## config.mk

```make
export PLATFORM = sky130hd
export DESIGN_NAME = reg_file_flat
export DESIGN_NICKNAME = d
export VERILOG_FILES = /design/src/rtl/reg_file_if.sv /design/src/rtl/reg_file.sv /design/src/flat_wrapper.sv
export SDC_FILE = /design/constraint.sdc
export NUM_CORES = 2
export LEC_CHECK = 0
export CAP_MARGIN = 20
export CORE_ASPECT_RATIO = 1.4
export CORE_MARGIN = 4
export CORE_UTILIZATION = 63
export CTS_CLUSTER_DIAMETER = 100
export DETAILED_ROUTE_END_ITERATION = 8
export PLACE_DENSITY = 0.79
export SLEW_MARGIN = 20
export SYNTH_ARGS = -nofsm -noshare
export SYNTH_HDL_FRONTEND = slang
export SYNTH_SLANG_ARGS = --single-unit
```

## constraint.sdc

```tcl
create_clock -name clk -period 49.4 [get_ports clk]
set_clock_uncertainty 0.1 [all_clocks]
set_input_delay 12.35 -clock clk [delete_from_list [all_inputs] [get_ports clk]]
set_output_delay 12.35 -clock clk [all_outputs]
set_load 0.01 [all_outputs]
```

## src/rtl/reg_file_if.sv

```systemverilog
// Register-file access bus: two combinational read ports and one write port.
// The datapath drives addresses and write data; the register file returns operands.
interface reg_file_if #(
    parameter int DATA_WIDTH = 32,
    parameter int ADDR_WIDTH = 5
);
    logic [ADDR_WIDTH-1:0] readReg1;
    logic [ADDR_WIDTH-1:0] readReg2;
    logic [ADDR_WIDTH-1:0] writeReg;
    logic [DATA_WIDTH-1:0] writeData;
    logic                  RegWrite;
    logic [DATA_WIDTH-1:0] data1;
    logic [DATA_WIDTH-1:0] data2;

    modport master (
        output readReg1, readReg2, writeReg, writeData, RegWrite,
        input  data1, data2
    );

    modport slave (
        input  readReg1, readReg2, writeReg, writeData, RegWrite,
        output data1, data2
    );
endinterface

```

## src/rtl/reg_file.sv

```systemverilog
// General-purpose register file: 2 combinational read ports, 1 synchronous write port,
// register 0 hardwired to zero, asynchronous active-high clear of the whole array.
module reg_file #(
    parameter int DATA_WIDTH = 32,
    parameter int ADDR_WIDTH = 5,
    parameter int NUM_REGS   = 2 ** ADDR_WIDTH
) (
    input  logic        clk,
    input  logic        reset,
    reg_file_if.slave   rf
);
    logic [DATA_WIDTH-1:0] regs [NUM_REGS];

    // NOTE: the array must clear asynchronously, so it is built from resettable flops
    // rather than a RAM macro; non-blocking assignments keep reads before the edge old.
    always_ff @(posedge clk or posedge reset) begin
        if (reset) begin
            for (int i = 0; i < NUM_REGS; i++) begin
                regs[i] <= '0;
            end
        end else if (rf.RegWrite && (rf.writeReg != '0)) begin
            regs[rf.writeReg] <= rf.writeData;
        end
    end

    // Address 0 is forced to zero at the port so it never depends on array contents.
    assign rf.data1 = (rf.readReg1 == '0) ? '0 : regs[rf.readReg1];
    assign rf.data2 = (rf.readReg2 == '0) ? '0 : regs[rf.readReg2];
endmodule

```

## src/flat_wrapper.sv

```systemverilog
// flat-port wrapper written by rule: the top's interface ports become plain ports
module reg_file_flat 
#(
    parameter int DATA_WIDTH = 32,
    parameter int ADDR_WIDTH = 5,
    parameter int NUM_REGS   = 2 ** ADDR_WIDTH
)
  (clk, reset, rf_readReg1, rf_readReg2, rf_writeReg, rf_writeData, rf_RegWrite, rf_data1, rf_data2);
  reg_file_if #(.DATA_WIDTH(DATA_WIDTH), .ADDR_WIDTH(ADDR_WIDTH)) rf_i ();
  input  logic clk;
  input  logic reset;
  input wire logic [$bits(rf_i.readReg1)-1:0] rf_readReg1;
  input wire logic [$bits(rf_i.readReg2)-1:0] rf_readReg2;
  input wire logic [$bits(rf_i.writeReg)-1:0] rf_writeReg;
  input wire logic [$bits(rf_i.writeData)-1:0] rf_writeData;
  input wire logic [$bits(rf_i.RegWrite)-1:0] rf_RegWrite;
  output wire logic [$bits(rf_i.data1)-1:0] rf_data1;
  output wire logic [$bits(rf_i.data2)-1:0] rf_data2;
  assign rf_i.readReg1 = rf_readReg1;
  assign rf_i.readReg2 = rf_readReg2;
  assign rf_i.writeReg = rf_writeReg;
  assign rf_i.writeData = rf_writeData;
  assign rf_i.RegWrite = rf_RegWrite;
  assign rf_data1 = rf_i.data1;
  assign rf_data2 = rf_i.data2;
  reg_file #(.DATA_WIDTH(DATA_WIDTH), .ADDR_WIDTH(ADDR_WIDTH), .NUM_REGS(NUM_REGS)) u_core (.clk(clk), .reset(reset), .rf(rf_i));
endmodule
```

* Yosys cells after proc, flatten, opt, wreduce, memory -nomap -nowiden
Cells that the tools add are included. W data, S select, Z words.
Cells by class: bitwise gates (word level) 3, order comparisons 4, multiplexer cells 11, reduce and logical (&&, ||, !) cells 5
Operator list (count):
- $bwmux W1024 | 1
- $bmux W32 S5 | 2
- $mux W32 | 7
- $demux W32 S5 | 1
- $ge A6 B6 Y1 const B | 3
- $not A5 Y6 | 3
- $logic_not A5 Y1 | 2
- $lt A6 B1 Y1 const B | 1
- $reduce_bool A5 Y1 | 1
- $logic_and A1 B1 Y1 | 2
Word-level totals: input bits 50, output and inout bits 64, bits in registers 1024, word-level logic and storage cells 55

* Longest topological paths before layout
depth after elaboration 6, gate-level depth with buffers 7, gate-level depth less buffers 4

* Least setup slack after synthesis
OpenSTA, ideal clock, no wires.
path type input to output, start point in rf_readReg1[0], end point out rf_data1[12], arrival time 13.706 ns, cell stages on the path 7, path slack 23.244 ns, data required time 36.950 ns, path buffers 4, cells stage by stage buf_4 -> inv_2 -> buf_6 -> buf_2 -> clkbuf_1 -> o2111ai_1 -> a311oi_1
On the way: longest elaborated chain between the ends 5, elaborated cells between the ends (all ways) 6, those cells by class 4 x mux; 1 x bitwise; 1 x reduce/logical
Ends and longest elaborated chain:
- start, declared | line flat_wrapper.sv:12 | input wire logic [$bits(rf_i.readReg1)-1:0] rf_readReg1;
- $not A5 Y6 (not written as such) | line reg_file.sv:27 | assign rf.data1 = (rf.readReg1 == '0) ? '0 : regs[rf.readReg1];
- $bmux W32 S5 | line reg_file.sv:27
- $mux W32 (not written as such) (2 in series) | line reg_file.sv:27
- $mux W32 * | line reg_file.sv:27
- end, declared | line flat_wrapper.sv:17 | output wire logic [$bits(rf_i.data1)-1:0] rf_data1;
Mark *: on every way between the ends. The rest lies on a longest branch, timed or not. The select of a mux whose other input is x is not followed.

* Worst setup path after layout
start point in rf_readReg1[2], end point out rf_data1[0]
The elaborated chain is that of the path after synthesis.

==> impl_metrics.toml <==
[global_routing]
grt_max_degree = 125
grt_antenna_before_repair = 6
grt_pass1_wl_mm = 250
track_usage = 0.368
grt_overflow = 0
grt_pass1_vias = 38400

[power]
p_leak_nw = 25.3
power.ir.vdd_worst_v = 0.0000316
powerDensity_nw_per_um2 = 40.9
power.total_w = 0.00243

[sta]
period_needed_ns = 29.75
tightest_slew_ns = 1.31
setup_ws_ns = 19.65
setup_viol_count_final = 0
drv_slew = 0
max_freq_mhz = 33.6
period_share = 0.602
setup_tns_ns = 0
rsz0062_at_grt = "no"
slew-limit-headroom = 0.124
report.final.hold_viol_count = 0

[layout]
syn2layout_area_growth_pct = 7.99
nets = 3536
largestRegisters = "u_core.regs x1024"
top_register = "u_core.regs"
final_area_um2 = 59300
drive_above_1_share = 0.495
largest_register_ffs = 1024

[placement]
dpl.hpwl_mm = 95.8
post-place-ws_ns = 19.73
port_buffers = 113
gp_congestion = 0.843
placed_area_um2 = 55800

[clock_tree]
postCtsHoldBufs = 0
cts_tree = "built"
cts_sinks = 1024
clk_path_buf_depth = 3
cts_made_buffers = 99
cts-resized-gates = 0
cts_setup_buffers = 0
htreeDepth = 3
path_clk_slew_ns = 0.06
ctsRootBufferMaster = "clkbuf_16"
clock_latency_ns = 0.68

[yosys]
synth_cell_types = 42
ys_async_sr_fraction = 1.00
synthFlopType = "dfrtp_1"
yosys_register_bits = 1024
syn_nets = 3664
netlist_area_um2 = 55000
yosys-top-cells-count = "dfrtp_1, mux2_2, mux4_2"
synthCells = 3614
synth_largest_area_cell = "dfrtp_1"
synth.top_cell.area_share = 0.466
yosys_warnings = 0
synth_edf_count = 0
yosysSeqAreaShare = 0.466
avgSynthCellArea_um2 = 15.2
synth.area.top_cells = "dfrtp_1, mux2_2, mux4_2"
synth.most_common_cell = "dfrtp_1"

[run_status]
status = "finished clean"

[job]
maxCapViolations = 0

[floorplanning]
die_area_um2 = 92100
core_um2 = 86100
die_y_um = 357
start_util = 0.638
core.rowCount = 127
dieWidth_um = 258
io_pins = 114

[setup_path]
cp_max_fo = 88
critPathArrivalTime_ns = 17.30
worstSetupStartpointType = "input pin"
ff2ff_path_depth = 1
end_kind = "output pin"
critPathKind = "in -> out"
critPathRequiredTime_ns = 36.95

[routing]
drt-initial-drc-count = 4092
via_per_inst = 7.61
drt_wl_total_mm = 169
vias = 36000
drc_errors = 0
dr.pass1.iters = 5
wire_per_inst_um = 35.7
ant_nets = 0

[hold_path]
hp-class = "reg -> reg"
whs_path_depth = 0
## critical path, stage by stage
cell,delay (ns)
buf_8,0.53
buf_4,0.80
buf_4,0.70
buf_4,0.72
mux2i_1,0.16
a221oi_1,0.31
o21ai_0,0.12
a311oi_1,0.72
clkdlybuf4s50_1,0.68
## cell type report
type / count / area [um^2]
diodes: 6 / 15.0
clock buffers: 136 / 2840
clock inverters: 45 / 598
fillers: 5746 / 26800
inverters: 3 / 21.3
multi-input cells: 2163 / 27000
flip-flops and latches: 1024 / 25600
well taps: 1161 / 1450
repair buffers: 195 / 1800
## report_power, final
group          leakage (nW)  switching [W]  total, W  internal (W)
logic                  10.5       0.000199  0.000495      0.000296
clock network          1.70       0.000340  0.000810      0.000470
registers              13.1       0.000124   0.00112      0.000998
## final timing paths
| kind | startpoint | to | slack (ns) |
|---|---|---|---|
| setup / recovery | rf_readReg1[2] | rf_data1[0] | 19.65 |
| hold / removal | u_core.regs[1004] | u_core.regs[1004] | 0.30 |
| setup reg to reg | u_core.regs[294] | u_core.regs[294] | 48.47 |
| hold reg to reg | u_core.regs[1004] | u_core.regs[1004] | 0.30 |
| max in group asynchronous | reset | u_core.regs[665] | 32.84 |
| min in group asynchronous | reset | u_core.regs[870] | 12.17 |
## layout by cell type (no fill, tap or decap), drive strengths merged, types with 3 or more instances in the layout
cell / Yosys / routed
a211oi: 64 / 64
a221oi: 47 / 47
a22oi: 64 / 64
a311oi: 64 / 64
buf: 250 / 94
bufinv: 0 / 13
clkbuf: 174 / 136
clkdlybuf4s50: 0 / 101
clkinv: 0 / 24
clkinvlp: 0 / 4
dfrtp: 1024 / 1024
diode: 0 / 6
inv: 3 / 7
mux2: 1056 / 1056
mux2i: 128 / 128
mux4: 448 / 448
nand2: 50 / 50
nand3b: 4 / 4
nor2: 23 / 23
nor2b: 66 / 66
nor3b: 4 / 4
o2111ai: 17 / 17
o21ai: 111 / 111
or2: 3 / 3
## logic make-up (layout without fill, tap and decap cells)
family                 count (synthesis)  count (layout)  synth area share
flip-flops                          1024            1024             0.466
AND/OR/NAND/NOR                      164             164            0.0163
multiplexers                        1632            1632             0.423
buffers and inverters                427             379            0.0458
other                                  0               6                 0
AO/OA/AOI/OAI                        367             367            0.0481
## metal layers
layer	vias to the layer above	GRT usage	part of all wire
met4	2	0.239	0.076
li1	13800	-	-
met3	736	0.0781	0.095
met5	-	0	0.00034
met1	19200	0.461	0.35
met2	2333	0.589	0.48
## per-stage QoR
stage	hold slack, ns	util	cells
global placement	0.277	0.648	4544
CTS	0.297	0.688	4725
global route	0.311	0.689	4731
finish	0.301	0.689	4733
detailed placement	0.285	0.648	4544
floorplan	0.341	-	3614
Note: power is estimated with default switching activity, not from simulation.
